### src/rtl/clock_period_meter.sv
`default_nettype none
// +--------------------------------------------------------------------+
// | clock_period_meter: measures sclk_in period in clk cycles, tracks  |
// | lock against an expected period and flags a stalled sclk_in.       |
// | Revision: 1.0                                                      |
// +--------------------------------------------------------------------+

module clock_period_meter #(
  parameter int unsigned EXP_PERIOD = 18000002,
  parameter int unsigned TOL        = 1000,
  parameter int unsigned TIMEOUT    = 36000004,
  parameter int unsigned LOCK_N     = 2
) (
  input  logic        clk,
  input  logic        reset,
  input  logic        sclk_in,
  output logic        tick,
  output logic [31:0] period,
  output logic        period_valid,
  output logic        locked,
  output logic        timeout,
  output logic [7:0]  err_count
);

  localparam logic [1:0]  c_IDLE    = 2'd0;
  localparam logic [1:0]  c_ARMED   = 2'd1;
  localparam logic [1:0]  c_TRACK   = 2'd2;
  localparam logic [1:0]  c_LOCKED  = 2'd3;
  localparam logic [31:0] c_EXP     = 32'(EXP_PERIOD);
  localparam logic [31:0] c_TOL     = 32'(TOL);
  localparam logic [31:0] c_TIMEOUT = 32'(TIMEOUT);
  localparam logic [31:0] c_CNT_MAX = 32'hFFFF_FFFF;
  localparam logic [3:0]  c_LOCK_N  = 4'(LOCK_N);

  logic        r_sync1, r_sync2, r_sync3;
  logic [1:0]  r_fill;
  logic        r_seen_low;
  logic        r_tick;
  logic [1:0]  r_state, w_state_nxt;
  logic [31:0] r_cnt, r_period;
  logic [3:0]  r_hit, w_hit_nxt, w_hit_inc;
  logic [7:0]  r_err;
  logic        r_pv, r_locked, r_timeout;
  logic        w_rise, w_timeout_hit, w_in_range, w_load, w_err_inc;
  logic [31:0] w_cnt_inc, w_diff;

  // A rise only counts once a genuine low has been sampled since reset,
  // so a high level present at reset release is not mistaken for an edge.
  always_ff @(posedge clk or negedge reset) begin
    if (!reset) begin
      r_sync1    <= 1'b0;
      r_sync2    <= 1'b0;
      r_sync3    <= 1'b0;
      r_fill     <= 2'b00;
      r_seen_low <= 1'b0;
      r_tick     <= 1'b0;
    end else begin
      r_sync1 <= sclk_in;
      r_sync2 <= r_sync1;
      r_sync3 <= r_sync2;
      r_fill  <= {r_fill[0], 1'b1};
      if (r_fill[1] && !r_sync2)
        r_seen_low <= 1'b1;
      r_tick <= w_rise;
    end
  end

  assign w_rise        = r_sync2 & ~r_sync3 & r_seen_low;
  assign w_cnt_inc     = (r_cnt == c_CNT_MAX) ? r_cnt : r_cnt + 32'd1;
  assign w_diff        = (w_cnt_inc >= c_EXP) ? (w_cnt_inc - c_EXP) : (c_EXP - w_cnt_inc);
  assign w_in_range    = (w_diff <= c_TOL);
  assign w_timeout_hit = ~w_rise & (w_cnt_inc >= c_TIMEOUT);
  assign w_hit_inc     = (r_state == c_ARMED) ? 4'd1 : r_hit + 4'd1;

  always_ff @(posedge clk or negedge reset) begin
    if (!reset) r_state <= c_IDLE;
    else        r_state <= w_state_nxt;
  end

  always_comb begin
    w_state_nxt = r_state;
    if (w_rise) begin
      case (r_state)
        c_IDLE:           w_state_nxt = c_ARMED;
        c_ARMED, c_TRACK: w_state_nxt = (w_in_range && (w_hit_inc >= c_LOCK_N)) ? c_LOCKED : c_TRACK;
        c_LOCKED:         w_state_nxt = w_in_range ? c_LOCKED : c_TRACK;
        default:          w_state_nxt = c_IDLE;
      endcase
    end else if (w_timeout_hit) begin
      w_state_nxt = c_IDLE;
    end
  end

  always_comb begin
    w_load    = 1'b0;
    w_err_inc = 1'b0;
    w_hit_nxt = r_hit;
    if (w_rise) begin
      if (r_state != c_IDLE) begin
        w_load = 1'b1;
        if (w_in_range) begin
          if (r_state != c_LOCKED)
            w_hit_nxt = w_hit_inc;
        end else begin
          w_hit_nxt = 4'd0;
          w_err_inc = 1'b1;
        end
      end
    end else if (w_timeout_hit) begin
      w_hit_nxt = 4'd0;
    end
  end

  // cnt+1 at a rise is exactly the clk cycles since the previous rise.
  always_ff @(posedge clk or negedge reset) begin
    if (!reset) begin
      r_cnt     <= 32'd0;
      r_hit     <= 4'd0;
      r_period  <= 32'd0;
      r_pv      <= 1'b0;
      r_err     <= 8'd0;
      r_timeout <= 1'b0;
      r_locked  <= 1'b0;
    end else begin
      r_cnt    <= w_rise ? 32'd0 : w_cnt_inc;
      r_hit    <= w_hit_nxt;
      r_pv     <= w_load;
      r_locked <= (r_state == c_LOCKED);
      if (w_load)
        r_period <= w_cnt_inc;
      if (w_err_inc && (r_err != 8'hFF))
        r_err <= r_err + 8'd1;
      if (w_timeout_hit)
        r_timeout <= 1'b1;
      else if (r_tick)
        r_timeout <= 1'b0;
    end
  end

  assign tick         = r_tick;
  assign period       = r_period;
  assign period_valid = r_pv;
  assign locked       = r_locked;
  assign timeout      = r_timeout;
  assign err_count    = r_err;

endmodule

`default_nettype wire

### config.mk
export PLATFORM = sky130hd
export DESIGN_NAME = clock_period_meter
export DESIGN_NICKNAME = d
export VERILOG_FILES = /design/src/rtl/clock_period_meter.sv
export SDC_FILE = /design/constraint.sdc
export NUM_CORES = 1
export LEC_CHECK = 0
export BUFFER_PORTS_ARGS = -buffer_cell sky130_fd_sc_hd__buf_4
export CAP_MARGIN = 20
export CORE_AREA = 2 2 129 131
export CTS_BUF_LIST = sky130_fd_sc_hd__clkbuf_8
export CTS_CLUSTER_DIAMETER = 40
export DETAILED_ROUTE_END_ITERATION = 8
export DIE_AREA = 0 0 131 133
export GPL_TIMING_DRIVEN = 0
export PLACE_DENSITY = 0.56
export SLEW_MARGIN = 15
export SYNTH_ARGS = -nofsm -noshare
export SYNTH_HDL_FRONTEND = slang
export SYNTH_SLANG_ARGS = --single-unit
### constraint.sdc
create_clock -name clk -period 5.3 [get_ports clk]
set_clock_uncertainty 0.15 [all_clocks]
set_input_delay 0.265 -clock clk [delete_from_list [all_inputs] [get_ports clk]]
set_output_delay 0.265 -clock clk [all_outputs]
set_load 0.005 [all_outputs]
==> results.json <==
{
  "status": "finished clean",
  "synth_cell_types": 82,
  "path_class": "reg2reg",
  "drv_slew": 0,
  "placed_cells_incl_taps": 1039,
  "relSlewSlack": 0.4163,
  "layout_common_cells": "93 x nand2_1, 83 x dfrtp_1, 80 x buf_4",
  "synth_edf_count": 0,
  "clockBufferDepth": 2,
  "ys_ff_latch": 88,
  "netlist_area_um2": 6269,
  "coreArea_um2": 16170,
  "syn_nets": 783,
  "clock_sinks": 88,
  "syn_to_final_growth_pct": 22.55,
  "vias": 6542,
  "peakVddDrop_v": 0.0001654,
  "synth.top_cell.area_share": 0.3513,
  "fin_crit_ns": 5.073,
  "leakage_nw": 3.217,
  "yosysWarnings": 0,
  "wl_per_cell_um": 20.91,
  "cap_violations": 0,
  "synth_area_per_cell_um2": 8.120,
  "cts_made_buffers": 9,
  "crit_path_start_kind": "register",
  "drt-pass1-iter-count": 7,
  "placed_area_um2": 6917,
  "setup-violations-final": 0,
  "ff2ff_setup_slack_ns": 0.23,
  "antenna_left": 0,
  "grt_pass1_vias": 6179,
  "final_common_cell": "nand2_1",
  "dieWidth_um": 131,
  "power_mw": 1.971,
  "globalRouteTotalUtil": 0.2656,
  "port-buffer-count": 46,
  "grt_max_degree": 55,
  "fin_area_um2": 7682,
  "crit_slowest_cell": "dfrtp_2",
  "ys_seq_area_frac": 0.3513,
  "fin_ws_ns": 0.2266,
  "rr_worst_depth": 21,
  "power_density_nw_per_um2": 256.6,
  "htreeDepth": 3,
  "ys_async_sr_fraction": 1.000,
  "synth_area_leaders": "dfrtp_1 35%, nand2_1 5.6%, o21ai_0 5.0%, nor2_1 4.4%, xnor2_1 4.2%",
  "ioPinCount": 47,
  "dr.first_iter.drc_count": 543,
  "synth_top_cell_by_area": "dfrtp_1",
  "grt_first_pass_wirelength_mm": 35.42,
  "rows": 47,
  "drive_gt1_frac": 0.2106,
  "clk_pin_slew_ns": 0.10,
  "grt_overflow": 0,
  "cts_root_buf": "clkbuf_8",
  "place_hpwl_mm": 16.89,
  "fmax_ghz": 0.1971,
  "die_area_um2": 17420,
  "hold_violations": 0,
  "cp_max_fo": 8,
  "cts_tree": "yes",
  "slowest_delay_ns": 0.44,
  "final.setup.tns_ns": 0,
  "fin_crit_sh": 0.9572,
  "antenna_cells": 0,
  "stdcell_count": 1084,
  "post-place-ws_ns": -1.172,
  "clock_latency_ns": 0.40,
  "wirelength_mm": 22.66,
  "synth_flop_cell": "dfrtp_1",
  "fin_nets": 870,
  "fill_cells": 1618,
  "regToRegStartpoint": "r_cnt[1]$_DFF_PN0_",
  "initial_core_util": 0.3876,
  "drcViolationCount": 0,
  "critical_path.cell_chain": "ha_4 -> and3_4 -> and4_1 -> buf_6 -> nand3_4 -> clkbuf_16 -> mux2i_4 -> inv_2 -> ha_4 -> and2_1 -> a21oi_2 -> o211ai_1 -> a31oi_2 -> a311oi_2 -> buf_4 -> or4_1 -> o221ai_1 -> a41oi_1 -> nor4b_4 -> or2_1 -> mux2_4",
  "place_congestion": 0.9502,
  "hp-class": "in2async",
  "reg2reg_to": "err_count[1]$_DFFE_PN0P_",
  "worst_pin_slew_ns": 0.8723,
  "die_h_um": 133,
  "critPathMostFrequentCell": "ha_4",
  "vias_per_cell": 6.035,
  "syn-instance-count": 772,
  "antenna_found_initial": 0,
  "crit_arrival_ns": 5.21,
  "critPathRequiredTime_ns": 5.44,
  "cp-end-kind": "register"
}
-- synth_stat cells, types with 3 or more instances --
| master | count |
|---|---|
| nand2_1 | 93 |
| dfrtp_1 | 88 |
| nor2_1 | 73 |
| o21ai_0 | 63 |
| nand3_1 | 39 |
| clkbuf_1 | 30 |
| xnor2_1 | 30 |
| nor3_1 | 27 |
| nand4_1 | 26 |
| a21oi_1 | 24 |
| xor2_1 | 21 |
| and2_1 | 16 |
| and3_1 | 16 |
| a31oi_1 | 15 |
| and4_1 | 12 |
| inv_1 | 11 |
| o21a_1 | 11 |
| o31ai_1 | 11 |
| nor4_1 | 10 |
| buf_2 | 9 |
| ha_1 | 8 |
| o211ai_1 | 8 |
| or2_2 | 8 |
| or3_1 | 8 |
| a211oi_1 | 6 |
| buf_4 | 6 |
| o221ai_1 | 6 |
| a2111oi_0 | 5 |
| a21o_1 | 5 |
| o22ai_1 | 5 |
| or4_1 | 5 |
| a41oi_1 | 4 |
| o2111ai_1 | 4 |
| a31o_2 | 3 |
| nand3b_1 | 3 |
| o21ai_1 | 3 |
-- worst max-delay path, delay by kind of cell, from the launching register on --
family / cells / cell delay (ns)
AO/OA/AOI/OAI: 6 / 1.28
adder cells (fa/ha/maj): 2 / 0.36
buffers and inverters: 4 / 0.56
flip-flops: 1 / 0.44
multiplexers: 2 / 0.55
AND/OR/NAND/NOR: 7 / 1.61
-- state kept, by name, indices dropped and copies added, names as in the netlist --
signal / cells
tick: 1
period: 32
r_sync2: 1
r_fill: 2
r_sync1: 1
r_hit: 4
timeout: 1
r_sync3: 1
r_cnt: 32
r_state: 2
err_count: 8
period_valid: 1
locked: 1
r_seen_low: 1
-- per-layer routing --
metal,part of all wire,vias up,GRT usage
li1,-,3018,-
met5,0,-,0
met2,0.47,254,0.4234
met1,0.45,3196,0.3602
met4,0.038,0,0.1087
met3,0.047,74,0.03801
-- kinds of logic (layout without fill, tap and decap cells) --
group | count (synthesis) | in the layout | synth area share
other cells | 1 | 1 | 0.0005982
buf+inv | 60 | 152 | 0.04251
compound gates | 201 | 201 | 0.2152
mux | 4 | 4 | 0.006786
simple gates | 359 | 359 | 0.2964
flops | 88 | 88 | 0.3513
xor+xnor | 51 | 51 | 0.07126
fa+ha+maj | 8 | 8 | 0.01597
-- through the flow --
step / utilization / hold slack, ns
after floorplan: - / -0.1806
after global placement: 0.4260 / 0.1853
after detailed placement: 0.4277 / 0.1037
after CTS: 0.4545 / 0.2200
after global routing: 0.4750 / 0.2294
final: 0.4750 / 0.2114
-- power by group --
part / switching (mW) / internal (mW)
Clock: 0.290 / 0.237
Sequential: 0.0570 / 0.725
Combinational: 0.371 / 0.291
Total: 0.718 / 1.25
-- area by class of cell --
class / instances / area (um^2) / share of cell area
Timing Repair Buffer: 80 / 621.8 / 0.08094
Clock inverter: 6 / 80.08 / 0.01042
Tap cell: 220 / 275.3 / 0.03583
Clock buffer: 10 / 137.6 / 0.01792
Inverter: 12 / 45.04 / 0.005863
Multi-Input combinational cell: 624 / 4064 / 0.5290
Sequential cell: 88 / 2208 / 0.2875
Buffer: 44 / 250.2 / 0.03257
-- worst max-delay path by stage --
stage	start	endpoint	slack, ns	cells after the start
5_1_grt	r_cnt[0]$_DFF_PN0_	err_count[1]$_DFFE_PN0P_	-0.01	22
3_3_place_gp	r_cnt[1]$_DFF_PN0_	err_count[1]$_DFFE_PN0P_	-1.16	20
3_5_place_dp	r_cnt[1]$_DFF_PN0_	err_count[1]$_DFFE_PN0P_	-1.17	20
2_1_floorplan	r_cnt[6]$_DFF_PN0_	err_count[1]$_DFFE_PN0P_	0.30	23
4_1_cts	r_cnt[19]$_DFF_PN0_	err_count[1]$_DFFE_PN0P_	0.0009	17
6_report	r_cnt[1]$_DFF_PN0_	err_count[1]$_DFFE_PN0P_	0.23	21
-- timing repair --
| action | in CTS | in global routing |
|---|---|---|
| endpoints found under the hold margin | 35 | 0 |
| resized for setup | 25 | 56 |
| gates cloned | 0 | 0 |
| pin swaps | 10 | 16 |
| setup endpoints to repair | 13 | 13 |
| buffers inserted | 12 | 18 |
| hold buffers | 2 | 0 |
Note: power is estimated with default switching activity, not from simulation.
